==> config.mk <==
export PLATFORM = sky130hd
export DESIGN_NAME = neureka_tcdm_port_splitter
export DESIGN_NICKNAME = d
export VERILOG_FILES = /design/src/rtl/neureka_package.sv /design/src/rtl/neureka_split_resp_fifo.sv /design/src/rtl/neureka_tcdm_port_splitter.sv
export SDC_FILE = /design/constraint.sdc
export NUM_CORES = 1
export LEC_CHECK = 0
export CAP_MARGIN = 20
export CORE_AREA = 2 2 281 283
export CTS_BUF_LIST = sky130_fd_sc_hd__clkbuf_4 sky130_fd_sc_hd__clkbuf_8
export DETAILED_ROUTE_END_ITERATION = 10
export DIE_AREA = 0 0 283 285
export PLACE_DENSITY_LB_ADDON = 0.05
export SYNTH_ARGS = -nofsm -noshare
export SYNTH_HDL_FRONTEND = slang
export SYNTH_SLANG_ARGS = --single-unit
==> constraint.sdc <==
create_clock -name clk_i -period 2.6 [get_ports clk_i]
set_input_delay 0.52 -clock clk_i [delete_from_list [all_inputs] [get_ports clk_i]]
set_output_delay 0.52 -clock clk_i [all_outputs]
set_load 0.01 [all_outputs]
==> src/rtl/neureka_package.sv <==
// -----------------------------------------------------------------------------
// neureka_package
// Shared constants and types for the TCDM port splitter.
//   NEUREKA_SPLIT_N_PORTS_DEFAULT : default number of narrow TCDM ports
//   NEUREKA_SPLIT_OUTST_DEFAULT   : default max outstanding wide reads
//   split_flags_t                 : {busy, credit, granted} status snapshot
//   split_port_offset()           : byte offset of narrow port k
// -----------------------------------------------------------------------------
package neureka_package;

    localparam int unsigned NEUREKA_SPLIT_N_PORTS_DEFAULT = 4;
    localparam int unsigned NEUREKA_SPLIT_OUTST_DEFAULT   = 2;
    localparam int unsigned NEUREKA_SPLIT_CREDIT_W        = $clog2(NEUREKA_SPLIT_OUTST_DEFAULT + 1);

    typedef struct packed {
        logic                                     busy;
        logic [NEUREKA_SPLIT_CREDIT_W-1:0]        credit;
        logic [NEUREKA_SPLIT_N_PORTS_DEFAULT-1:0] granted;
    } split_flags_t;

    function automatic int unsigned split_port_offset(input int unsigned k,
                                                      input int unsigned dw_port);
        return k * (dw_port / 8);
    endfunction

endpackage

==> src/rtl/neureka_split_resp_fifo.sv <==
// -----------------------------------------------------------------------------
// neureka_split_resp_fifo
// Per-port read response FIFO. Push and pop in the same cycle are both
// honoured. Head data is visible on data_o whenever empty_o is low.
//   clk_i, rst_ni : clock, async active-low reset
//   clear_i       : sync flush (pointers and fill level)
//   push_i/data_i : write one entry
//   pop_i         : discard the head entry
//   data_o        : head entry
//   empty_o/full_o: fill status
// -----------------------------------------------------------------------------
module neureka_split_resp_fifo #(
    parameter int unsigned DW    = 32,
    parameter int unsigned DEPTH = 2
) (
    input  logic          clk_i,
    input  logic          rst_ni,
    input  logic          clear_i,
    input  logic          push_i,
    input  logic [DW-1:0] data_i,
    input  logic          pop_i,
    output logic [DW-1:0] data_o,
    output logic          empty_o,
    output logic          full_o
);

    localparam int unsigned PW = (DEPTH > 1) ? $clog2(DEPTH) : 1;
    localparam int unsigned CW = $clog2(DEPTH + 1);

    logic [DW-1:0] mem_q [DEPTH];
    logic [PW-1:0] wr_ptr_q, rd_ptr_q;
    logic [CW-1:0] cnt_q, cnt_d;

    // Pointers wrap explicitly so DEPTH need not be a power of two.
    function automatic logic [PW-1:0] ptr_inc(input logic [PW-1:0] p);
        return (p == PW'(DEPTH - 1)) ? '0 : p + PW'(1);
    endfunction

    always_comb begin
        cnt_d = cnt_q;
        if (push_i && !pop_i) cnt_d = cnt_q + CW'(1);
        else if (!push_i && pop_i) cnt_d = cnt_q - CW'(1);
    end

    always_ff @(posedge clk_i or negedge rst_ni) begin
        if (!rst_ni) begin
            for (int i = 0; i < DEPTH; i++) mem_q[i] <= '0;
            wr_ptr_q <= '0;
            rd_ptr_q <= '0;
            cnt_q    <= '0;
        end else if (clear_i) begin
            wr_ptr_q <= '0;
            rd_ptr_q <= '0;
            cnt_q    <= '0;
        end else begin
            if (push_i) begin
                mem_q[wr_ptr_q] <= data_i;
                wr_ptr_q        <= ptr_inc(wr_ptr_q);
            end
            if (pop_i) rd_ptr_q <= ptr_inc(rd_ptr_q);
            cnt_q <= cnt_d;
        end
    end

    assign data_o  = mem_q[rd_ptr_q];
    assign empty_o = (cnt_q == '0);
    assign full_o  = (cnt_q == CW'(DEPTH));

endmodule

==> src/rtl/neureka_tcdm_port_splitter.sv <==
// -----------------------------------------------------------------------------
// neureka_tcdm_port_splitter
// Splits one wide streamer TCDM transaction into N_PORTS word-aligned narrow
// transactions and reassembles the narrow read responses into one wide
// response. Reads are limited to OUTST outstanding by a credit counter, which
// also bounds the per-port response FIFOs.
//
// Ports:
//   clk_i, rst_ni, clear_i        : clock, async reset, idle-only soft clear
//   w_req/gnt/wen/add/be/data     : wide request side (wen=1 means read)
//   w_r_valid/ready/data          : wide read response (valid/ready)
//   p_req/gnt/wen/add/be/data     : narrow per-port request side
//   p_r_valid/data                : narrow per-port responses, no backpressure
//   busy_o                        : outstanding reads or partial grants
//   perf_stall_o                  : stall cycle counter (NEUREKA_SPLITTER_PERF_EN)
//
// Build option: define NEUREKA_SPLITTER_PERF_EN to add perf_stall_o.
// -----------------------------------------------------------------------------
module neureka_tcdm_port_splitter
    import neureka_package::*;
#(
    parameter int unsigned N_PORTS = NEUREKA_SPLIT_N_PORTS_DEFAULT,
    parameter int unsigned DW_PORT = 32,
    parameter int unsigned AW      = 32,
    parameter int unsigned OUTST   = NEUREKA_SPLIT_OUTST_DEFAULT
) (
    input  logic                           clk_i,
    input  logic                           rst_ni,
    input  logic                           clear_i,
    input  logic                           w_req_i,
    output logic                           w_gnt_o,
    input  logic                           w_wen_i,
    input  logic [AW-1:0]                  w_add_i,
    input  logic [N_PORTS*DW_PORT/8-1:0]   w_be_i,
    input  logic [N_PORTS*DW_PORT-1:0]     w_data_i,
    output logic                           w_r_valid_o,
    input  logic                           w_r_ready_i,
    output logic [N_PORTS*DW_PORT-1:0]     w_r_data_o,
    output logic [N_PORTS-1:0]             p_req_o,
    input  logic [N_PORTS-1:0]             p_gnt_i,
    output logic [N_PORTS-1:0]             p_wen_o,
    output logic [N_PORTS*AW-1:0]          p_add_o,
    output logic [N_PORTS*DW_PORT/8-1:0]   p_be_o,
    output logic [N_PORTS*DW_PORT-1:0]     p_data_o,
    input  logic [N_PORTS-1:0]             p_r_valid_i,
    input  logic [N_PORTS*DW_PORT-1:0]     p_r_data_i,
    output logic                           busy_o
`ifdef NEUREKA_SPLITTER_PERF_EN
   ,output logic [31:0]                    perf_stall_o
`endif
);

    localparam int unsigned CW = $clog2(OUTST + 1);

    logic [N_PORTS-1:0] granted_q, granted_d;
    logic [CW-1:0]      credit_q, credit_d;
    logic               issue, rd_inc, resp_hs, clear_eff;
    logic [N_PORTS-1:0] fifo_empty, fifo_full, fifo_push;

    // Writes never consume credit; reads stall once OUTST are in flight.
    assign issue     = w_req_i && (!w_wen_i || (credit_q < CW'(OUTST)));
    assign p_req_o   = issue ? ~granted_q : '0;
    assign w_gnt_o   = issue && (&(granted_q | p_gnt_i));
    assign rd_inc    = w_gnt_o && w_wen_i;
    assign resp_hs   = w_r_valid_o && w_r_ready_i;
    assign busy_o    = (credit_q != '0) || (|granted_q);
    assign clear_eff = clear_i && !busy_o;

    assign p_wen_o  = {N_PORTS{w_wen_i}};
    assign p_be_o   = w_be_i;
    assign p_data_o = w_data_i;

    always_comb begin
        granted_d = granted_q | (p_gnt_i & p_req_o);
        if (w_gnt_o) granted_d = '0;
    end

    always_comb begin
        credit_d = credit_q;
        if (rd_inc && !resp_hs) credit_d = credit_q + CW'(1);
        else if (!rd_inc && resp_hs) credit_d = credit_q - CW'(1);
    end

    always_ff @(posedge clk_i or negedge rst_ni) begin
        if (!rst_ni) begin
            granted_q <= '0;
            credit_q  <= '0;
        end else if (clear_eff) begin
            granted_q <= '0;
            credit_q  <= '0;
        end else begin
            granted_q <= granted_d;
            credit_q  <= credit_d;
        end
    end

    for (genvar k = 0; k < N_PORTS; k++) begin : g_port
        // Address arithmetic wraps modulo 2^AW.
        assign p_add_o[k*AW +: AW] = w_add_i + AW'(split_port_offset(k, DW_PORT));

        // A full FIFO only accepts when draining in the same cycle.
        assign fifo_push[k] = p_r_valid_i[k] && (!fifo_full[k] || resp_hs);

        neureka_split_resp_fifo #(
            .DW    (DW_PORT),
            .DEPTH (OUTST)
        ) i_resp_fifo (
            .clk_i   (clk_i),
            .rst_ni  (rst_ni),
            .clear_i (clear_eff),
            .push_i  (fifo_push[k]),
            .data_i  (p_r_data_i[k*DW_PORT +: DW_PORT]),
            .pop_i   (resp_hs),
            .data_o  (w_r_data_o[k*DW_PORT +: DW_PORT]),
            .empty_o (fifo_empty[k]),
            .full_o  (fifo_full[k])
        );
    end

    assign w_r_valid_o = ~|fifo_empty;

`ifdef NEUREKA_SPLITTER_PERF_EN
    logic [31:0] perf_stall_q;

    always_ff @(posedge clk_i or negedge rst_ni) begin
        if (!rst_ni) begin
            perf_stall_q <= '0;
        end else if (clear_eff) begin
            perf_stall_q <= '0;
        end else if (w_req_i && !w_gnt_o && (perf_stall_q != '1)) begin
            perf_stall_q <= perf_stall_q + 32'd1;
        end
    end

    assign perf_stall_o = perf_stall_q;
`endif

endmodule

**Word level (Yosys, flattened, before mapping)**

Cells that the tools add are included.

- Output and inout bits: 411
- ROM bits: 0
- Register bits after elaboration: 278
- Bits in writable memories: 0
- Memories kept: 0
- Bits of input ports: 318
- Bits in latches: 0

- $lt $le $gt $ge: 13
- Multiplexer cells: 66
- Reductions and logical operators: 64
- Multipliers: 0
- Bitwise logic cells: 13
- Divide/modulo/power cells: 0
- Add/subtract/negate cells: 21
- Equal/unequal tests: 4
- Shift operators: 0

Operator list:

| kind | number |
|---|---|
| 32-bit 2-to-1 mux | 16 |
| 64-bit bitwise mux | 4 |
| 32-bit demux with 1-bit select | 4 |
| 32-bit by 4-bit adder with 32-bit output (second input constant) | 2 |
| 32-bit by 3-bit adder with 32-bit output (second input constant) | 1 |
| 2-bit 2-to-1 mux | 15 |
| 1-bit 2-to-1 mux | 24 |
| 1-bit logical AND | 23 |
| 2-bit >= comparator (second input constant) | 8 |
| 1-bit NOT with 2-bit output | 8 |
| 3-bit nonzero test | 5 |
| 1-bit zero test | 13 |
| 4-bit 2-to-1 mux | 3 |
| 2-bit nonzero test | 6 |
| 2-bit by 1-bit adder with 2-bit output (second input constant) | 5 |
| 2-bit by 1-bit subtractor with 2-bit output (second input constant) | 5 |
| 1-bit adder (second input constant) | 8 |
| 2-bit == test (second input constant) | 4 |
| 2-bit zero test | 4 |
| 2-bit by 1-bit < comparator with 1-bit output (second input constant) | 4 |
| 4-bit OR | 2 |
| 2-bit AND reduction | 4 |
| 4-bit OR reduction | 2 |
| 1-bit logical OR | 6 |
| 5 further kinds | 5 |

**Longest topological paths before layout**

- Depth in word-level cells: 11
- Mapped depth: 7
- Mapped depth without buffers: 6

**Cells and area by module**

A second synthesis with hierarchy kept.

- Cells, all modules: 1240
- Area, all modules: 15528.6 µm²

By module, submodules not included:

| module | times used | area each (µm²) | cells an instance |
|---|---|---|---|
| neureka_split_resp_fifo | 4 | 2981.6 | 191 |
| neureka_tcdm_port_splitter | 1 | 3602.2 | 476 |

**Least setup slack after synthesis**

OpenSTA, ideal clock, no wires.

- Path kind: input -> output
- From: input w_add_i[15]
- To: output p_add_o[124]
- Cell stages on the path: 5
- Path buffers: 1
- Required time: 2.080 ns
- Arrival time: 2.065 ns
- Path slack: 0.015 ns
- Path through: clkbuf_1 nand2_1 nor3_1 nand4_1 xnor2_1

- Cells in the longest elaborated chain, start to end: 1

RTL lines:

| item | line | text |
|---|---|---|
| from (decl) | neureka_tcdm_port_splitter.sv:33 | `input logic [AW-1:0] w_add_i,` |
| 32-bit by 4-bit adder with 32-bit output | neureka_tcdm_port_splitter.sv:99 | `assign p_add_o[k*AW +: AW] = w_add_i + AW'(split_port_offset(k, DW_PORT));` |
| to (decl) | neureka_tcdm_port_splitter.sv:42 | `output logic [N_PORTS*AW-1:0] p_add_o,` |

Every way passes these cells.

**Worst setup path in the final report**

- From: input w_add_i[3]
- To: output p_add_o[111]

The elaborated chain is that of the path after synthesis.

==> key figures <==
Status
  • Status: complete, no violations

Clock network
  • Clock latency on the worst-skew pair: 650 ps
  • CTS root buffer: clkbuf_8
  • TritonCTS Buffers: 57
  • H-tree level count: 2
  • Clock Pin Slew Worst Setup and Hold Paths: 60 ps
  • Clock Path Buffers: 3
  • TritonCTS clock tree: done
  • Clk sinks: 278

GRT
  • Vias in the first global route: between 10000 and 15000
  • Initial antenna violation count: 16
  • Tot GR Track Use: 0.141
  • Largest net degree at the start of global routing: 70
  • First-pass GRT wire length: 85100 um
  • Total congestion overflow: 0

Flow run
  • Max-capacitance violation count: 0

Layout
  • Fin util: 0.286
  • Fin nets: 2021
  • Fill count: between 8000 and 9000
  • Commonest non-fill, non-tap cell in the layout: mux2_2
  • Layout cells sized above 1: 0.486
  • FF+latch area: 6970 sq um
  • Footprint of the multi-input gates: 7000 sq um
  • Area delta synth->final: 45.7%
  • Final std cells w/o fill: 2804
  • Most frequent cells in the layout: 378 x mux2_2, 271 x dfrtp_1, 190 x clkdlybuf4s50_1

Power and ir drop
  • Power per cell area: 1110 nW/um^2
  • P_leak: about 9.6 nW
  • Total power: 24.8 mW
  • Peak supply drop: 0.386 mV

Setup path
  • CP max-delay cell: or2_2
  • Stages on the worst setup path: 9
  • CP required: 2080 ps
  • CP max stage delay: 330 ps
  • Most used cell, CP: buf_2
  • WS Path Type: in2out
  • Top delay family on crit path: buffers and inverters
  • Worst-path cell chain: buf_2 > inv_2 > ha_2 > a21oi_2 > or2_2 > buf_4 > nor3_4 > xor2_1 > buf_2
  • WP buf/inv: 4
  • Worst r2r path cells: 7
  • Startpoint types: input port
  • CP Capture Type: output port
  • Worst EP arrival: around 2000 ps
  • CP Max Fanout: 5

Synth
  • Multiplexer share of the synthesized area: 0.286
  • Mapped Nets: between 1500 and 2000
  • Syn. warnings: 0
  • Count of cell types in the netlist: 44
  • Syn_area_per_cell: between 10 and 15 sq um
  • Post-synthesis compound-gate area fraction: 0.0243
  • Main combinational cell family by area after synthesis: multiplexers
  • Mapped cell area: 15300 sq um
  • Gate Count Post-Synth: around 1300
  • Post-Synth Adder-Cell Area: 0.00327
  • Synth Area in Simple Gates: 0.0625
  • Post-synthesis sequential area ratio: 0.454
  • Xor/xnor cell area share of the yosys netlist: 0.0520
  • Synth Register Bits: around 280

Timing
  • Worst-Margin Slew: 665 ps
  • Slew Viols, Final: 0
  • Total negative slack: 0 ps
  • Hold WS: 427 ps
  • Slew margin rel.: 0.557
  • Max frequency: 0.396 GHz
  • Period utilization: 0.972
  • Clock skew: 40.0 ps
  • Crit path time final: 2530 ps
  • RSZ-0062 raised after global routing: yes
  • Final setup fails: 0
  • Final Hold Fails: 0

Detailed routing
  • DRC violations left: 0
  • First DRT Iteration DRCs: 299
  • Drt total wl: 58700 um
  • Wire per inst: 20.9 um
  • Vias: 11300
  • Routed vias/inst: around 4.0
  • Drt first pass iters: 4
  • Post-route ant nets: 0

Placement
  • DP HPWL: 43600 um
  • RePlAce Congestion: 0.814
  • Port Buf Inserts: 430
  • Placed cell count: ~2600

Hold path
  • Hold Path Class: in2async

Floorplan
  • Total I/O pin count: 729
  • Initial Util: 0.197
  • Die Span Y: between 200 and 300 um
  • Die Area: approximately 80000 sq um
  • CORE AREA: between 70000 and 80000 sq um
  • Die X: 283 um
  • # rows: between 100 and 150
[routing by layer]
layer,vias to the layer above,wire length (um),GRT usage
met5,-,265,0.0145
met4,22,1890,0.0519
met3,162,5420,0.0617
met2,425,28400,0.236
met1,5581,22700,0.158
li1,5130,-,-
[flip-flops by register name, indices dropped and copies added, names as in the netlist]
signal                       cells
g_port.i_resp_fifo.mem_q       256
g_port.i_resp_fifo.cnt_q         8
g_port.i_resp_fifo.rd_ptr_q      4
g_port.i_resp_fifo.wr_ptr_q      4
granted_q                        4
credit_q                         2
[stage by stage]
stage	cell area, sq um	setup slack, ps
after floorplan	15300	15.4
after global placement	20600	-1050
after detailed placement	20600	-1030
after CTS	22200	-214
after global routing	22300	-24.5
final	22300	71.9
[what timing repair did]
item | CTS | global route
endpoints found under the setup margin | 218 | 77
pin swaps | 27 | 21
gates cloned | 4 | 1
gates resized for setup | 572 | 84
hold buffers | 1 | 0
endpoints found under the hold margin | 62 | 0
setup buffers | 37 | 14
[final timing paths]
check	to	slack [ps]	from
setup / recovery	p_add_o[111]	70	w_add_i[3]
hold reg to reg	g_port[1].i_resp_fifo.mem_q[60]$_DFFE_PN0P_	490	g_port[1].i_resp_fifo.mem_q[60]$_DFFE_PN0P_
max in group asynchronous	g_port[1].i_resp_fifo.mem_q[13]$_DFFE_PN0P_	1400	rst_ni
setup reg to reg	g_port[3].i_resp_fifo.mem_q[34]$_DFFE_PN0P_	330	granted_q[0]$_DFF_PN0_
min in group clk_i	g_port[1].i_resp_fifo.mem_q[60]$_DFFE_PN0P_	490	g_port[1].i_resp_fifo.mem_q[60]$_DFFE_PN0P_
hold / removal	g_port[3].i_resp_fifo.mem_q[46]$_DFFE_PN0P_	430	rst_ni
[area by class of cell]
cell class	count	share of cell area
multi-input cells	717	0.313
inverters	18	0.00303
repair buffers	627	0.253
flip-flops and latches	278	0.312
clock inverters	10	0.00398
clock buffers	96	0.0544
diodes	8	0.000897
well taps	1050	0.0588
[cell usage after synthesis, drive strengths merged]
cell type / n / area [sq um]
a211oi: 7 / 52.6
a21boi: 1 / 7.51
a21oi: 5 / 25.0
a311oi: 5 / 43.8
and2: 6 / 37.5
and3: 4 / 25.0
and4: 6 / 52.6
buf: 221 / 1600
clkbuf: 36 / 135
dfrtp: 278 / 6960
ha: 4 / 50.1
inv: 18 / 67.6
mux2: 386 / 4350
mux2i: 4 / 40.0
nand2: 35 / 131
nand2b: 3 / 18.8
nand3: 25 / 125
nand3b: 1 / 7.51
nand4: 24 / 150
nand4b: 1 / 8.76
nor2: 45 / 169
nor2b: 1 / 6.26
nor3: 19 / 100
nor3b: 3 / 22.5
nor4: 8 / 50.1
nor4b: 3 / 26.3
o2111ai: 6 / 105
o21a: 3 / 22.5
o21ai: 8 / 40.0
o22a: 4 / 35.0
o22ai: 2 / 12.5
o311a: 1 / 10.0
o311ai: 1 / 8.76
o31a: 1 / 8.76
or2: 1 / 6.26
or3: 2 / 12.5
or3b: 1 / 8.76
xnor2: 62 / 543
xor2: 29 / 254
[report_power, final]
part	internal, mW	total (mW)	switching, mW
clock	3.04	5.14	2.10
sequential	6.60	7.75	1.16
combinational	6.73	12.0	5.23
total	16.4	24.8	8.49
[cells by family (layout without fill, tap and decap cells)]
group	count (synthesis)	in the layout
AOI/OAI and AO/OA	44	44
xor gates and xnor gates	91	91
adders and majority gates	4	4
buffers and inverters	275	751
DFF	278	278
muxes	390	390
other	0	8
and+or+nand+nor	188	188
No activity file was read; power rests on OpenSTA's default activity.
